File: src/rtl/mem_access_unit.sv
// ============================================================================
// Module      : mem_access_unit
// Description : Data-memory initiator that turns byte/half/word load and store
//               requests into word-addressed accesses, with read-modify-write
//               for sub-word stores and sign/zero extension of load data.
// Revision    : 1.0 - initial release
// ============================================================================
`default_nettype none

module mem_access_unit #(
    parameter int ADDR_WIDTH = 32,
    parameter int DAT_WIDTH  = 32,
    parameter int MEM_WORDS  = 64
) (
    input  logic                  clk,
    input  logic                  rst,
    input  logic                  req_valid,
    output logic                  req_ready,
    input  logic                  req_we,
    input  logic [1:0]            req_size,
    input  logic                  req_unsigned,
    input  logic [ADDR_WIDTH-1:0] req_addr,
    input  logic [DAT_WIDTH-1:0]  req_wdata,
    output logic                  rsp_valid,
    output logic                  rsp_err,
    output logic [DAT_WIDTH-1:0]  rsp_rdata,
    output logic [ADDR_WIDTH-1:0] mem_addr,
    output logic [DAT_WIDTH-1:0]  mem_wdata,
    output logic                  mem_write,
    output logic                  mem_read,
    input  logic [DAT_WIDTH-1:0]  mem_rdata
);

    typedef enum logic [1:0] {
        S_IDLE   = 2'd0,
        S_ACCESS = 2'd1,
        S_WRITE  = 2'd2,
        S_RESP   = 2'd3
    } state_t;

    localparam logic [1:0] c_SIZE_BYTE = 2'b00;
    localparam logic [1:0] c_SIZE_HALF = 2'b01;
    localparam logic [1:0] c_SIZE_WORD = 2'b10;

    state_t                r_state;
    logic                  r_we;
    logic                  r_unsigned;
    logic                  r_err;
    logic [1:0]            r_size;
    logic [ADDR_WIDTH-1:0] r_addr;
    logic [DAT_WIDTH-1:0]  r_wdata;
    logic [DAT_WIDTH-1:0]  r_rbuf;

    logic [ADDR_WIDTH-1:0] w_req_idx;
    logic [ADDR_WIDTH-1:0] w_idx;
    logic                  w_req_err;
    logic [DAT_WIDTH-1:0]  w_merged;
    logic [DAT_WIDTH-1:0]  w_ext;
    logic [7:0]            w_byte;
    logic [15:0]           w_half;
    logic                  w_in_mem;

    assign w_req_idx = {2'b00, req_addr[ADDR_WIDTH-1:2]};
    assign w_idx     = {2'b00, r_addr[ADDR_WIDTH-1:2]};

    always_comb begin
        w_req_err = 1'b0;
        case (req_size)
            c_SIZE_BYTE: w_req_err = 1'b0;
            c_SIZE_HALF: w_req_err = req_addr[0];
            c_SIZE_WORD: w_req_err = |req_addr[1:0];
            default:     w_req_err = 1'b1;
        endcase
        if (w_req_idx >= ADDR_WIDTH'(MEM_WORDS)) begin
            w_req_err = 1'b1;
        end
    end

    // Little-endian lane replacement on the word captured during ACCESS
    always_comb begin
        w_merged = r_rbuf;
        case (r_size)
            c_SIZE_BYTE: w_merged[{r_addr[1:0], 3'b000} +: 8]  = r_wdata[7:0];
            c_SIZE_HALF: w_merged[{r_addr[1], 4'b0000} +: 16]  = r_wdata[15:0];
            default:     w_merged = r_wdata;
        endcase
    end

    assign w_byte = r_rbuf[{r_addr[1:0], 3'b000} +: 8];
    assign w_half = r_rbuf[{r_addr[1], 4'b0000} +: 16];

    always_comb begin
        w_ext = r_rbuf;
        case (r_size)
            c_SIZE_BYTE: w_ext = {{24{~r_unsigned & w_byte[7]}}, w_byte};
            c_SIZE_HALF: w_ext = {{16{~r_unsigned & w_half[15]}}, w_half};
            default:     w_ext = r_rbuf;
        endcase
    end

    always_ff @(posedge clk) begin
        if (rst) begin
            r_state    <= S_IDLE;
            r_we       <= 1'b0;
            r_unsigned <= 1'b0;
            r_err      <= 1'b0;
            r_size     <= 2'b00;
            r_addr     <= '0;
            r_wdata    <= '0;
            r_rbuf     <= '0;
        end else begin
            case (r_state)
                S_IDLE: begin
                    if (req_valid) begin
                        r_we       <= req_we;
                        r_unsigned <= req_unsigned;
                        r_size     <= req_size;
                        r_addr     <= req_addr;
                        r_wdata    <= req_wdata;
                        r_err      <= w_req_err;
                        r_state    <= w_req_err ? S_RESP : S_ACCESS;
                    end
                end
                S_ACCESS: begin
                    r_rbuf  <= mem_rdata;
                    r_state <= r_we ? S_WRITE : S_RESP;
                end
                S_WRITE: begin
                    r_state <= S_RESP;
                end
                default: begin
                    r_state <= S_IDLE;
                end
            endcase
        end
    end

    // Outputs decode only from registered state so a WRITE cycle that meets
    // a reset edge still presents its strobe and completes the write.
    assign w_in_mem  = (r_state == S_ACCESS) || (r_state == S_WRITE);
    assign req_ready = (r_state == S_IDLE);
    assign mem_read  = (r_state == S_ACCESS);
    assign mem_write = (r_state == S_WRITE);
    assign mem_addr  = w_in_mem ? w_idx : '0;
    assign mem_wdata = (r_state == S_WRITE) ? w_merged : '0;
    assign rsp_valid = (r_state == S_RESP);
    assign rsp_err   = (r_state == S_RESP) && r_err;
    assign rsp_rdata = ((r_state == S_RESP) && !r_err && !r_we) ? w_ext : '0;

endmodule

`default_nettype wire

File: config.mk
export PLATFORM = sky130hd
export DESIGN_NAME = mem_access_unit
export DESIGN_NICKNAME = d
export VERILOG_FILES = /design/src/rtl/mem_access_unit.sv
export SDC_FILE = /design/constraint.sdc
export NUM_CORES = 1
export LEC_CHECK = 0
export ABC_CLOCK_PERIOD_IN_PS = 2200
export CAP_MARGIN = 5
export CORE_MARGIN = 2
export CORE_UTILIZATION = 43
export CTS_BUF_LIST = sky130_fd_sc_hd__clkbuf_4
export CTS_CLUSTER_DIAMETER = 120
export DETAILED_ROUTE_END_ITERATION = 16
export GPL_TIMING_DRIVEN = 0
export PLACE_DENSITY_LB_ADDON = 0.3
export SLEW_MARGIN = 20
export SYNTH_ARGS = -nofsm -noshare
export SYNTH_HDL_FRONTEND = slang
export SYNTH_SLANG_ARGS = --single-unit
File: constraint.sdc
create_clock -name clk -period 2.2 [get_ports clk]
set_clock_uncertainty 0.1 [all_clocks]
set_input_delay 0.22 -clock clk [delete_from_list [all_inputs] [get_ports clk]]
set_output_delay 0.22 -clock clk [all_outputs]
set_load 0.005 [all_outputs]
# After elaboration in Yosys (flattened, before gate mapping)
# Cells that the tools add are included.
[classes]
addsub = 2
n_lt_le_gt_ge = 1
eq_ne = 7
shifts = 6
mux = 13
bitwise_logic = 3
reduce_logical = 11
[op_table]
columns = ["operator", "count"]
rows = [
  ["case mux 32 bit (2 select lines)", 2],
  ["bitwise mux 32 bit", 2],
  ["two-way mux 32 bit", 2],
  ["variable shift 16 x 7 -> 32 bit, first input constant", 1],
  ["variable shift 8 x 7 -> 32 bit, first input constant", 1],
  ["variable part select 16 x 7 -> 32 bit", 1],
  ["variable part select 32 x 6 -> 16 bit", 1],
  ["variable part select 32 x 6 -> 8 bit", 1],
  ["variable part select 8 x 7 -> 32 bit", 1],
  ["greater-or-equal comparator 30 x 7 -> 1 bit, second input constant", 1],
  ["two-way mux 30 bit", 1],
  ["negation 5 -> 7 bit", 2],
  ["equality test 2 x 1 -> 1 bit, second input constant", 3],
  ["equality test 2 bit, second input constant", 3],
  ["logical NOT 2 bit", 3],
  ["case mux 2 bit (3 select lines)", 1],
  ["two-way mux 2 bit", 2],
  ["logical AND 1 bit", 3],
  ["case mux 1 bit (3 select lines)", 1],
  ["bitwise AND 1 bit", 2],
  ["logical NOT 1 bit", 2],
  ["two-way mux 1 bit", 2],
  ["!= test 2 bit, second input constant", 1],
  ["AND reduction 2 bit", 1],
  ["3 further kinds", 3],
]
[totals]
regBits = 103
input_bits = 103
output_inout_bits = 101
wordCells = 51

# Depth between registers and ports, before layout
# Gate-level depths: netlist of the first run.
[depth]
ltp_word = 6
mapped_depth = 9
mapped_depth_nobuf = 6

# Worst setup path after synthesis of the first run
# Ideal clock, no wire load.
[synth_timing]
kind = "register to output"
start = "reg r_addr[1]"
end = "out mem_wdata[0]"
arrival_ps = 2117
required_ps = 1880
path_slack_ps = -237
stages_incl_launch_ff = 9
n_path_buf = 2
path_cell_list = "dfxtp_1 > buf_6 > buf_2 > inv_2 > ha_1 > or3b_2 > a32oi_2 > a22oi_1 > nor2b_1"
[synth_via]
elab_chain_cells = 5
elab_cells_between_ends = 10
classes_between = "add/sub: 2; shift: 4; mux: 4"
[synth_lines]
columns = ["element", "line_no", "text"]
rows = [
  ["start: declaration", "50", "logic [ADDR_WIDTH-1:0] r_addr;"],
  ["start signal: assignment", "118", "r_addr <= req_addr;"],
  ["negation 5 -> 7 bit, on equally long branches", "84, 83", ""],
  ["variable part select 16 x 7 -> 32 bit, or another cell as far along", "84", "c_SIZE_HALF: w_merged[{r_addr[1], 4'b0000} +: 16] = r_wdata[15:0];"],
  ["bitwise mux 32 bit, on equally long branches", "84, 83", ""],
  ["case mux 32 bit (2 select lines) (*)", "82", "case (r_size)"],
  ["two-way mux 32 bit (*)", "145", "assign mem_wdata = (r_state == S_WRITE) ? w_merged : '0;"],
  ["end: declaration", "28", "output logic [DAT_WIDTH-1:0] mem_wdata,"],
]
# Mark *: on every way between the ends. The rest lies on a longest branch, timed or not.

# Worst setup path in the final report of the first run
[layout_timing]
start = "reg r_addr[1]"
end = "out mem_wdata[7]"
# Same word-level chain as after synthesis.

==> flow_summary.json, run 1 <==
{
  "dr_total_vias": 7134,
  "antenna_found_initial": 0,
  "arrival_ns": 2.87,
  "yosysMostFrequentCell": "nand2_1",
  "synth_area_per_cell_um2": 7.60,
  "routed_wl_um": 24600,
  "grt_overflow": 0,
  "ys_seq_elements": 103,
  "r2r_end": "r_addr[24]$_SDFFE_PP0P_",
  "synthFlopType": "dfxtp_1",
  "nets": 1152,
  "syn_inst": 770,
  "setup_viol": 74,
  "grt_pass1_vias": 6691,
  "grt_max_degree": 16,
  "reg2reg_from": "r_state[0]$_SDFFE_PP0P_",
  "firstDrtPassIters": 5,
  "violations": "negative setup slack",
  "start_kind": "register",
  "netlist_top_cells_area": "dfxtp_1, nand2_1, mux2i_1",
  "slew_headroom_pct": 47.6,
  "num-fill-cells": 1047,
  "crit_type": "reg2out",
  "hold-path-endpoint": "r_state[1]$_SDFFE_PP0P_",
  "synthMuxAreaShare_pct": 9.09,
  "finalNonFillerCells": 1221,
  "async_reset_ff_share_pct": 0,
  "num_rows": 42,
  "clock_sinks": 103,
  "synth_compound_area_share_pct": 22.6,
  "die_x_um": 121,
  "place_inst": 1147,
  "final_antenna_net_count": 0,
  "ctsHoldBuffers": 0,
  "synth-edff-count": 0,
  "status": "finished with violations",
  "fin_util_pct": 70.6,
  "slew_viol_final": 0,
  "hold_path_startpoint": "rst",
  "hold_viol_final": 0,
  "vdd_ir_drop_max_mv": 0.531,
  "setup_ws_ns": -0.993,
  "numCtsBuffers": 9,
  "path_max_fanout": 5,
  "synth_largest_area_cell": "dfxtp_1",
  "pwr_density_cell_nw_per_um2": 936,
  "htreeDepth": 3,
  "port_buffers": 200,
  "hpwl_um": 15700,
  "synth_top_family_by_area": "simple AND/OR/NAND/NOR gates",
  "core_area_um2": 13200,
  "grt_pass1_wl_um": 34800,
  "area_growth_pct": 59.9,
  "synth_top_area_share_pct": 35.2,
  "end_kind": "primary output",
  "syn_area_um2": 5850,
  "synth.top_cells.by_count": "nand2_1, dfxtp_1, a21oi_1",
  "avgRoutedWirePerCell_um": 20.1,
  "maxCapViolCount": 0,
  "tightestPinTransition_ns": 0.786,
  "yosysWarnings": 0,
  "layout-drive-gt1-share_pct": 31.4,
  "period_needed_ns": 3.19,
  "cts_tree": "built",
  "num_antenna_cells": 0,
  "die-area_um2": 14600,
  "required_ns": 1.88,
  "clockBufferDepth": 2,
  "fmax_ghz": 0.313,
  "initial_core_util_pct": 44.2,
  "hold_path_depth": 3,
  "gp_congestion": 0.928,
  "hold_class": "in2reg",
  "synthSimpleGateAreaFrac_pct": 25.2,
  "regToRegSetupSlack_ns": 0.16,
  "rsz0062_at_grt": "yes",
  "worstSkewPairLatency_ns": 0.49,
  "leakage_nw": 3.61,
  "vias_per_cell": 5.84,
  "drc": 0,
  "track_usage_pct": 30.4,
  "synthXorXnorAreaFrac_pct": 0,
  "synthAdderAreaFrac_pct": 1.92,
  "root_buffer": "clkbuf_4",
  "synth.distinct_cells": 39,
  "finalCritPeriodShare_pct": 145,
  "r2r_cells": 9,
  "clk_pin_slew_worst_paths_ns": 0.15,
  "num_io_pins": 204,
  "drt_iter0_drc": 686,
  "seq_area_frac_synth_pct": 35.2,
  "die_h_um": 121
}
-- sequential cells by signal (all words and copies together) (netlist names) --
register	count
r_wdata	32
r_size	2
r_addr	32
r_rbuf	32
r_state	2
r_unsigned	1
r_err	1
r_we	1
-- metal layers --
metal / vias to the layer above / share of wire (%) / GRT usage [%]
met5: - / 0 / 0
met2: 507 / 45 / 49.3
li1: 3206 / - / -
met1: 3276 / 37 / 35.9
met4: 0 / 6.7 / 14.2
met3: 145 / 11 / 10.8
-- per-stage QoR --
step                setup WS [ns]  hold slack, ns  setup TNS, ns  power, mW  area (um^2)
global route                -1.06          0.0933         -43.58       9.19         9350
global placement           -0.808           0.337         -33.33       6.02         8110
finish                     -0.993           0.124         -35.40       8.75         9350
floorplan                  0.0410           0.248              0       4.74         5890
CTS                        -0.766           0.117         -39.27       7.92         8800
detailed placement         -0.851           0.342         -35.44       6.09         8110
-- worst max-delay path, stage by stage, from the launching register on --
cell	delay (ns)
dfxtp_2	0.36
buf_8	0.12
buf_12	0.13
inv_12	0.06
ha_4	0.21
or3b_4	0.38
a32oi_4	0.34
buf_6	0.16
a22oi_1	0.06
nor2b_1	0.35
buf_2	0.19
-- report_power, final --
| group | internal [mW] | switching [mW] | total, mW | leakage [nW] |
|---|---|---|---|---|
| logic | 2.54 | 2.61 | 5.16 | 2.70 |
| clock network | 0.266 | 0.627 | 0.893 | 0.0687 |
| registers | 2.22 | 0.475 | 2.70 | 0.844 |
-- worst max path at each step --
stage / from / endpoint / slack, ns / cells after the start
detailed placement: r_addr[1]$_SDFFE_PP0P_ / mem_wdata[8] / -0.85 / 10
floorplan: r_addr[1]$_SDFFE_PP0P_ / mem_wdata[0] / 0.04 / 8
finish: r_addr[1]$_SDFFE_PP0P_ / mem_wdata[7] / -0.99 / 10
global placement: r_addr[1]$_SDFFE_PP0P_ / mem_wdata[8] / -0.81 / 10
CTS: r_addr[1]$_SDFFE_PP0P_ / mem_wdata[6] / -0.77 / 11
global route: r_addr[1]$_SDFFE_PP0P_ / mem_wdata[7] / -1.06 / 10
-- timing repair --
item	4_1_cts	5_1_grt
gates resized for setup	466	182
pin swaps	44	70
buffers inserted	43	20
setup endpoints to repair	95	129
hold endpoints to repair	0	0
cloned	2	2
-- layout by cell type (no fill, tap or decap), types with 3 or more instances in the layout --
master and instances:
buf_2 70, nor2b_1 20, dfxtp_1 99, and2_4 27, a22oi_1 21, nand2b_1 4
and2_1 5, dfxtp_2 4, buf_12 4, nor4_1 6, mux2i_1 49, clkbuf_1 35
nor2b_2 4, clkbuf_2 14, mux2i_4 3, ha_4 5, buf_8 6, o22ai_2 6
a21boi_2 6, clkdlybuf4s50_1 105, nand2_1 162, inv_1 13, o21ai_4 7, a221oi_4 7
nor2_1 57, nor3_4 6, buf_4 25, a21oi_1 86, buf_6 60, ha_1 3
a22oi_2 11, a221o_1 16, nor2_2 4, clkbuf_4 15, a22o_1 16, nor3_2 17
-- cells by family after synthesis --
group,Yosys count
AND/OR/NAND/NOR,329
AO/OA/AOI/OAI,191
flip-flops,103
buffers and inverters,84
multiplexers,53
adder cells (fa/ha/maj),9
other,1
-- area by class of cell --
| class | instances | area [um^2] | share of cell area, % |
|---|---|---|---|
| Buffer | 64 | 379 | 4.05 |
| Clock inverter | 4 | 22.5 | 0.241 |
| Clock buffer | 12 | 90.1 | 0.963 |
| Timing Repair Buffer | 261 | 2340 | 25.0 |
| Sequential cell | 103 | 2070 | 22.1 |
| Tap cell | 176 | 220 | 2.35 |
| Inverter | 17 | 82.6 | 0.883 |
| Multi-Input combinational cell | 584 | 4150 | 44.4 |
Power figures use the tool's default switching activity.
==> inputs of run 2 (changes only) <==
SLEW_MARGIN = default   (was 20)
==> results of run 2 <==
No change in the layout: final DEF, timing and power equal those of run 1.
